**config.mk**
```make
export PLATFORM = sky130hd
export DESIGN_NAME = muldiv_unit
export DESIGN_NICKNAME = d
export VERILOG_FILES = /design/src/rtl/cpu_defines.sv /design/src/rtl/muldiv_divider.sv /design/src/rtl/muldiv_unit.sv
export SDC_FILE = /design/constraint.sdc
export NUM_CORES = 2
export LEC_CHECK = 0
export BUFFER_PORTS_ARGS = -buffer_cell sky130_fd_sc_hd__buf_2
export CAP_MARGIN = 20
export CORE_MARGIN = 2
export CORE_UTILIZATION = 46
export DETAILED_ROUTE_END_ITERATION = 16
export SLEW_MARGIN = 5
export SYNTH_ARGS = -nofsm -noshare
export SYNTH_HDL_FRONTEND = slang
export SYNTH_HIERARCHICAL = 1
export SYNTH_SLANG_ARGS = --single-unit
```
**constraint.sdc**
```tcl
create_clock -name clk -period 29.4 [get_ports clk]
set_input_delay 1.47 -clock clk [delete_from_list [all_inputs] [get_ports clk]]
set_output_delay 1.47 -clock clk [all_outputs]
set_load 0.01 [all_outputs]
```
**src/rtl/cpu_defines.sv**
```systemverilog
// Shared CPU definitions used by the multiply/divide unit: operation codes,
// the muldiv FSM state encoding and the divide-by-zero result constants.
package cpu_defines;

  typedef enum logic [2:0] {
    MD_MULT  = 3'd0,
    MD_MULTU = 3'd1,
    MD_DIV   = 3'd2,
    MD_DIVU  = 3'd3,
    MD_MADD  = 3'd4,
    MD_MADDU = 3'd5,
    MD_MSUB  = 3'd6,
    MD_MSUBU = 3'd7
  } Md_op_t;

  typedef enum logic [1:0] {
    MD_S_IDLE = 2'd0,
    MD_S_MUL  = 2'd1,
    MD_S_DIV  = 2'd2,
    MD_S_DONE = 2'd3
  } md_state_t;

  // Divide by zero: LO is filled with this bit, HI returns the dividend.
  localparam logic DIV0_LO_FILL = 1'b1;

  function automatic logic op_is_signed(Md_op_t op);
    return op inside {MD_MULT, MD_DIV, MD_MADD, MD_MSUB};
  endfunction

  function automatic logic op_is_div(Md_op_t op);
    return op inside {MD_DIV, MD_DIVU};
  endfunction

endpackage

```
**src/rtl/muldiv_divider.sv**
```systemverilog
// Iterative restoring radix-2 divider on unsigned magnitudes.
// One quotient bit per cycle, DATA_W iterations. quotient/remainder show the
// result of the iteration in progress, so they are final while done is high.
module muldiv_divider #(
  parameter int DATA_W = 32
) (
  input  logic              clk,
  input  logic              rst,
  input  logic              start,
  input  logic              abort,
  input  logic [DATA_W-1:0] dividend,
  input  logic [DATA_W-1:0] divisor,
  output logic              done,
  output logic [DATA_W-1:0] quotient,
  output logic [DATA_W-1:0] remainder
);

  localparam int CW = $clog2(DATA_W + 1);

  logic [CW-1:0]     cnt;
  logic [DATA_W-1:0] rem_q, quo_q, dvs_q;
  logic [DATA_W:0]   rem_sh, trial;

  // One restoring step: shift in the next dividend bit, keep the subtraction if it did not borrow.
  always_comb begin
    rem_sh    = {rem_q, quo_q[DATA_W-1]};
    trial     = rem_sh - {1'b0, dvs_q};
    quotient  = {quo_q[DATA_W-2:0], ~trial[DATA_W]};
    remainder = trial[DATA_W] ? rem_sh[DATA_W-1:0] : trial[DATA_W-1:0];
    done      = (cnt == CW'(1));
  end

  // Iteration counter: loads DATA_W, counts down to zero; zero means idle.
  always_ff @(posedge clk or posedge rst) begin
    if (rst)               cnt <= '0;
    else if (abort)        cnt <= '0;
    else if (start)        cnt <= CW'(DATA_W);
    else if (cnt != '0)    cnt <= cnt - CW'(1);
  end

  // Partial remainder / quotient shift register.
  always_ff @(posedge clk) begin
    if (start) begin
      rem_q <= '0;
      quo_q <= dividend;
      dvs_q <= divisor;
    end else if (cnt != '0) begin
      rem_q <= remainder;
      quo_q <= quotient;
    end
  end

endmodule

```
**src/rtl/muldiv_unit.sv**
```systemverilog
// Multiply/divide unit: FSM, multiplier latency pipeline, sign fix-up and
// optional multiply-accumulate. Define MULDIV_ACCUM_EN to enable MADD/MSUB
// accumulation; otherwise those ops behave as plain MULT/MULTU.
import cpu_defines::*;

module muldiv_unit #(
  parameter int DATA_W     = 32,
  parameter int MUL_CYCLES = 2
) (
  input  logic              clk,
  input  logic              rst,
  input  logic              start,
  input  Md_op_t            op,
  input  logic [DATA_W-1:0] a,
  input  logic [DATA_W-1:0] b,
  input  logic [DATA_W-1:0] hi_i,
  input  logic [DATA_W-1:0] lo_i,
  input  logic              cancel,
  output logic              busy_o,
  output logic              valid_o,
  output logic [DATA_W-1:0] hi_o,
  output logic [DATA_W-1:0] lo_o
);

  localparam int W2  = 2 * DATA_W;
  localparam int MCW = $clog2(MUL_CYCLES + 1);

  md_state_t         state, state_nxt;
  logic              accept, div_start, mul_fin, div_fin, div_done;
  logic [MCW-1:0]    mul_cnt;
  Md_op_t            op_p0;
  logic [DATA_W-1:0] a_p0, b_p0;
  logic              neg_q_p0, neg_r_p0;
  logic [W2-1:0]     mul_now, mul_pipe;
  logic [DATA_W-1:0] div_q, div_r;

  function automatic logic [DATA_W-1:0] mag(logic [DATA_W-1:0] v, logic sgn);
    return (sgn && v[DATA_W-1]) ? -v : v;
  endfunction

  // Signed ops multiply magnitudes and negate the full product when signs differ.
  function automatic logic [W2-1:0] mul_core(Md_op_t o, logic [DATA_W-1:0] x, logic [DATA_W-1:0] y);
    logic          sgn;
    logic [W2-1:0] p;
    sgn = op_is_signed(o);
    p   = W2'(mag(x, sgn)) * W2'(mag(y, sgn));
    if (sgn && (x[DATA_W-1] ^ y[DATA_W-1])) p = -p;
    return p;
  endfunction

`ifdef MULDIV_ACCUM_EN
  logic [W2-1:0] base_p0;

  function automatic logic [W2-1:0] accum(Md_op_t o, logic [W2-1:0] base, logic [W2-1:0] p);
    if (o inside {MD_MADD, MD_MADDU})      return base + p;
    else if (o inside {MD_MSUB, MD_MSUBU}) return base - p;
    else                                   return p;
  endfunction
`else
  logic unused_acc;
  assign unused_acc = ^{hi_i, lo_i};
`endif

  // Product from the live inputs (single-cycle build) and from the captured operands.
  always_comb begin
    mul_now  = mul_core(op, a, b);
    mul_pipe = mul_core(op_p0, a_p0, b_p0);
`ifdef MULDIV_ACCUM_EN
    mul_now  = accum(op, {hi_i, lo_i}, mul_now);
    mul_pipe = accum(op_p0, base_p0, mul_pipe);
`endif
  end

  // State register.
  always_ff @(posedge clk or posedge rst) begin
    if (rst) state <= MD_S_IDLE;
    else     state <= state_nxt;
  end

  // Next state and control strobes; cancel overrides everything.
  always_comb begin
    state_nxt = state;
    busy_o    = 1'b0;
    valid_o   = 1'b0;
    accept    = 1'b0;
    div_start = 1'b0;
    mul_fin   = 1'b0;
    div_fin   = 1'b0;
    case (state)
      MD_S_IDLE, MD_S_DONE: begin
        valid_o   = (state == MD_S_DONE);
        state_nxt = MD_S_IDLE;
        if (start) begin
          accept = 1'b1;
          if (op_is_div(op)) begin
            if (b == '0) state_nxt = MD_S_DONE;
            else begin
              state_nxt = MD_S_DIV;
              div_start = 1'b1;
            end
          end else begin
            state_nxt = (MUL_CYCLES == 1) ? MD_S_DONE : MD_S_MUL;
          end
        end
      end
      MD_S_MUL: begin
        busy_o = 1'b1;
        if (mul_cnt == MCW'(1)) begin
          mul_fin   = 1'b1;
          state_nxt = MD_S_DONE;
        end
      end
      MD_S_DIV: begin
        busy_o = 1'b1;
        if (div_done) begin
          div_fin   = 1'b1;
          state_nxt = MD_S_DONE;
        end
      end
      default: state_nxt = MD_S_IDLE;
    endcase
    if (cancel) begin
      state_nxt = MD_S_IDLE;
      accept    = 1'b0;
      div_start = 1'b0;
      mul_fin   = 1'b0;
      div_fin   = 1'b0;
    end
  end

  // ---- stage p0: operands and sign flags captured on accept ----
  // Operand capture; datapath registers carry no reset.
  always_ff @(posedge clk) begin
    if (accept) begin
      op_p0    <= op;
      a_p0     <= a;
      b_p0     <= b;
      neg_q_p0 <= op_is_signed(op) && (a[DATA_W-1] ^ b[DATA_W-1]);
      neg_r_p0 <= op_is_signed(op) && a[DATA_W-1];
`ifdef MULDIV_ACCUM_EN
      base_p0  <= {hi_i, lo_i};
`endif
    end
  end

  muldiv_divider #(.DATA_W(DATA_W)) u_divider (
    .clk       (clk),
    .rst       (rst),
    .start     (div_start),
    .abort     (cancel),
    .dividend  (mag(a, op_is_signed(op))),
    .divisor   (mag(b, op_is_signed(op))),
    .done      (div_done),
    .quotient  (div_q),
    .remainder (div_r)
  );

  // ---- result stage: HI/LO written on completion, held until the next accept ----
  // Result registers and multiply latency counter.
  always_ff @(posedge clk or posedge rst) begin
    if (rst) begin
      hi_o    <= '0;
      lo_o    <= '0;
      mul_cnt <= '0;
    end else begin
      if (accept) mul_cnt <= MCW'(MUL_CYCLES - 1);
      else if (state == MD_S_MUL) mul_cnt <= mul_cnt - MCW'(1);

      if (accept && op_is_div(op) && (b == '0)) begin
        hi_o <= a;
        lo_o <= {DATA_W{DIV0_LO_FILL}};
      end else if (accept && !op_is_div(op) && (MUL_CYCLES == 1)) begin
        {hi_o, lo_o} <= mul_now;
      end else if (mul_fin) begin
        {hi_o, lo_o} <= mul_pipe;
      end else if (div_fin) begin
        lo_o <= neg_q_p0 ? -div_q : div_q;
        hi_o <= neg_r_p0 ? -div_r : div_r;
      end
    end
  end

endmodule

```
==> results.py <==
metrics = {
    "sta": {
        "setup_viol": 0,
        "rsz0062_at_grt": "no",
        "skew_ns": 0.0394,
        "period_needed_ns": 13.21,
        "clock.fmax_mhz": 75.7,
        "finalHoldViolCount": 0,
        "worst_pin_slew_ns": 1.14,
        "hold_ws_ns": 0.485,
        "timing.final.ws_setup_ns": 16.19,
        "period_share_pct": 44.9,
        "tns_ns": 0,
        "slew_viol_final": 0,
        "slew_headroom_pct": 23.8,
    },
    "setup_path": {
        "end_kind": "register",
        "regToRegSetupSlack_ns": 16.19,
        "worst_path_largest_cell_delay_ns": 0.69,
        "worstPathRequired_ns": 29.85,
        "slowest_stage": "fa_1",
        "startpoint": "b_p0[2]",
        "worstPathMaxFanout": 15,
        "crit_arrival_ns": 13.66,
        "crit_top_cell": "fa_1",
        "worstSetupPathType": "reg -> reg",
        "startpoint_type": "register",
        "r2r_start": "b_p0[2]",
    },
    "place": {
        "place_ws_ns": 16.35,
        "io_buffers": 136,
        "dp.cells": 7196,
        "gp_congestion": 0.985,
        "dpl.hpwl_um": 139000,
    },
    "grt": {
        "grt_max_degree": 69,
        "grt_use_total_pct": 32.0,
        "grt.overflow.total": 0,
        "grt_pass1_wl_um": 269000,
        "grt_pass1_vias": 42927,
        "antenna_found_initial": 3,
    },
    "routing": {
        "via_count": 41523,
        "wire_per_inst_um": 24.3,
        "firstDrtPassIters": 5,
        "drcViolationCount": 0,
        "via_per_inst": 5.73,
        "drtIter0Drc": 3897,
        "routed_wl_um": 176000,
        "ant_nets": 0,
    },
    "clock_tree": {
        "clk_latency_ns": 0.57,
        "cts_setup_buffers": 0,
        "holdBufCountCts": 0,
        "root_buffer": "clkbuf_16",
        "cts.clk_slew.worst_paths_ns": 0.06,
        "cts_tree": "done",
        "cts_sinks": 237,
        "clock_path_buffers": 3,
        "numCtsBuffers": 26,
        "htreeDepth": 1,
        "ctsResizeCount": 0,
    },
    "finish": {
        "layout.cells.most_common": "inv_1",
        "most-common-layout-cells": "1004 x inv_1, 897 x fa_1, 764 x nor2_1",
        "final_nets": 7153,
        "stdcell_count": 7248,
        "drive_above_1_share_pct": 8.19,
        "fillerInstances": 10426,
        "synthToLayoutAreaGrowth_pct": 7.23,
    },
    "floorplan": {
        "die_w_um": 335,
        "fp.coreArea_sq_um": 109000,
        "die-area_sq_um": 112000,
        "die_h_um": 335,
        "initial_core_util_pct": 46.3,
        "io_pins": 201,
        "rows": 121,
    },
    "worst_hold_path": {
        "hp-class": "reg -> reg",
        "hold_start": "u_divider/rem_q[5]",
    },
    "run_status": {
        "status": "completed",
    },
    "logic_synthesis": {
        "synth_fp_nets": 7163,
        "synth-seq-cells": 237,
        "synth-edff-count": 131,
        "async_reset_ff_share_pct": 31.2,
        "syn_area_sq_um": 50400,
        "synth_cells": 5823,
        "ys_seq_area_share_pct": 12.8,
        "synth-main-ff-cell": "edfxtp_1",
        "synthDistinctLibCells": 110,
        "yosysWarnings": 6,
        "postSynthAreaPerCell_sq_um": 8.65,
    },
    "run": {
        "maxCapViolations": 0,
    },
}
-- cells in the mapped netlist, types with 12 or more instances --
library cell / n / area [sq um]
o21a_1: 30 / 225
o21ai_1: 16 / 80.1
clkbuf_1: 229 / 860
mux2_2: 57 / 642
buf_2: 13 / 65.1
inv_1: 1006 / 3780
buf_4: 42 / 315
nor2b_1: 13 / 81.3
and3_1: 16 / 100
o211ai_1: 14 / 105
ha_1: 308 / 3850
dfxtp_1: 32 / 641
a21oi_1: 254 / 1270
dfrtp_1: 74 / 1850
a21o_1: 42 / 315
o21ai_0: 159 / 796
a31oi_1: 45 / 282
or4_1: 15 / 113
nand3_1: 48 / 240
xnor2_1: 184 / 1610
nand2_1: 717 / 2690
nor4_1: 35 / 219
xor2_1: 161 / 1410
o41ai_1: 14 / 123
and2_1: 29 / 181
o221ai_1: 12 / 105
o31ai_1: 38 / 285
mux2i_1: 13 / 130
fa_1: 897 / 18000
nand4_1: 27 / 169
a211oi_1: 15 / 113
nor3_1: 77 / 385
edfxtp_1: 131 / 3930
nand2b_1: 47 / 294
nor2_1: 764 / 2870
or3_1: 36 / 225
-- worst max-delay path: cells and delay by family (launching register included) --
family / cells / cell delay [ns]
AO/OA/AOI/OAI: 5 / 2.03
XOR/XNOR: 2 / 1.02
adder cells (fa/ha/maj): 9 / 4.58
buffers and inverters: 4 / 0.59
flip-flops: 1 / 0.50
multiplexers: 1 / 0.20
AND/OR/NAND/NOR: 15 / 4.13
-- metrics by stage --
step | area [sq um] | utilization [%]
after global routing | 54000 | 49.7
final | 54000 | 49.7
after floorplan | 50400 | -
after CTS | 54000 | 49.7
after global placement | 53100 | 48.9
after detailed placement | 53100 | 48.9
-- registers in the layout, summed over array words and instances (netlist names), 2 cells and up --
signal           cells
lo_o                32
u_divider/rem_q     32
a_p0                32
u_divider/cnt        6
mul_cnt              2
u_divider/quo_q     32
state                2
u_divider/dvs_q     32
b_p0                32
hi_o                32
-- final timing paths --
kind | end | cells past startpoint
min in group asynchronous | u_divider/cnt[1] | 2
hold / removal | u_divider/rem_q[5] | 2
setup / recovery | hi_o[31] | 36
setup reg to reg | hi_o[31] | 36
hold reg to reg | u_divider/rem_q[5] | 2
max in group asynchronous | hi_o[24] | 3
-- logic make-up (layout without fill, tap and decap cells) --
logic type | after synthesis | count (layout) | synth area share, %
flip-flops | 237 | 237 | 12.8
AND/OR/NAND/NOR | 1883 | 1883 | 16.2
XOR/XNOR | 347 | 347 | 6.06
buffers and inverters | 1303 | 1313 | 10.2
other | 0 | 1 | 0
adder cells (fa/ha/maj) | 1205 | 1205 | 43.3
multiplexers | 71 | 71 | 1.56
AO/OA/AOI/OAI | 777 | 777 | 9.96
-- routing by layer --
metal,routed length [um],track usage [%]
met1,71200,43.6
met2,78800,50.9
met3,17700,6.36
met4,7960,11.3
met5,44,0
-- final cells by class --
class	instances	area, sq um	area share, %
clock inverter	15	148	0.273
timing repair buffer	259	1610	2.98
inverter	1006	3780	6.99
clock buffer	33	707	1.31
sequential	237	6430	11.9
antenna	1	2.50	0.00463
tap	1414	1770	3.28
multi-input combinational	4283	39600	73.3
Power is not shown: default switching activity piles up to over one toggle a cycle in this logic, so the estimate is an artifact.
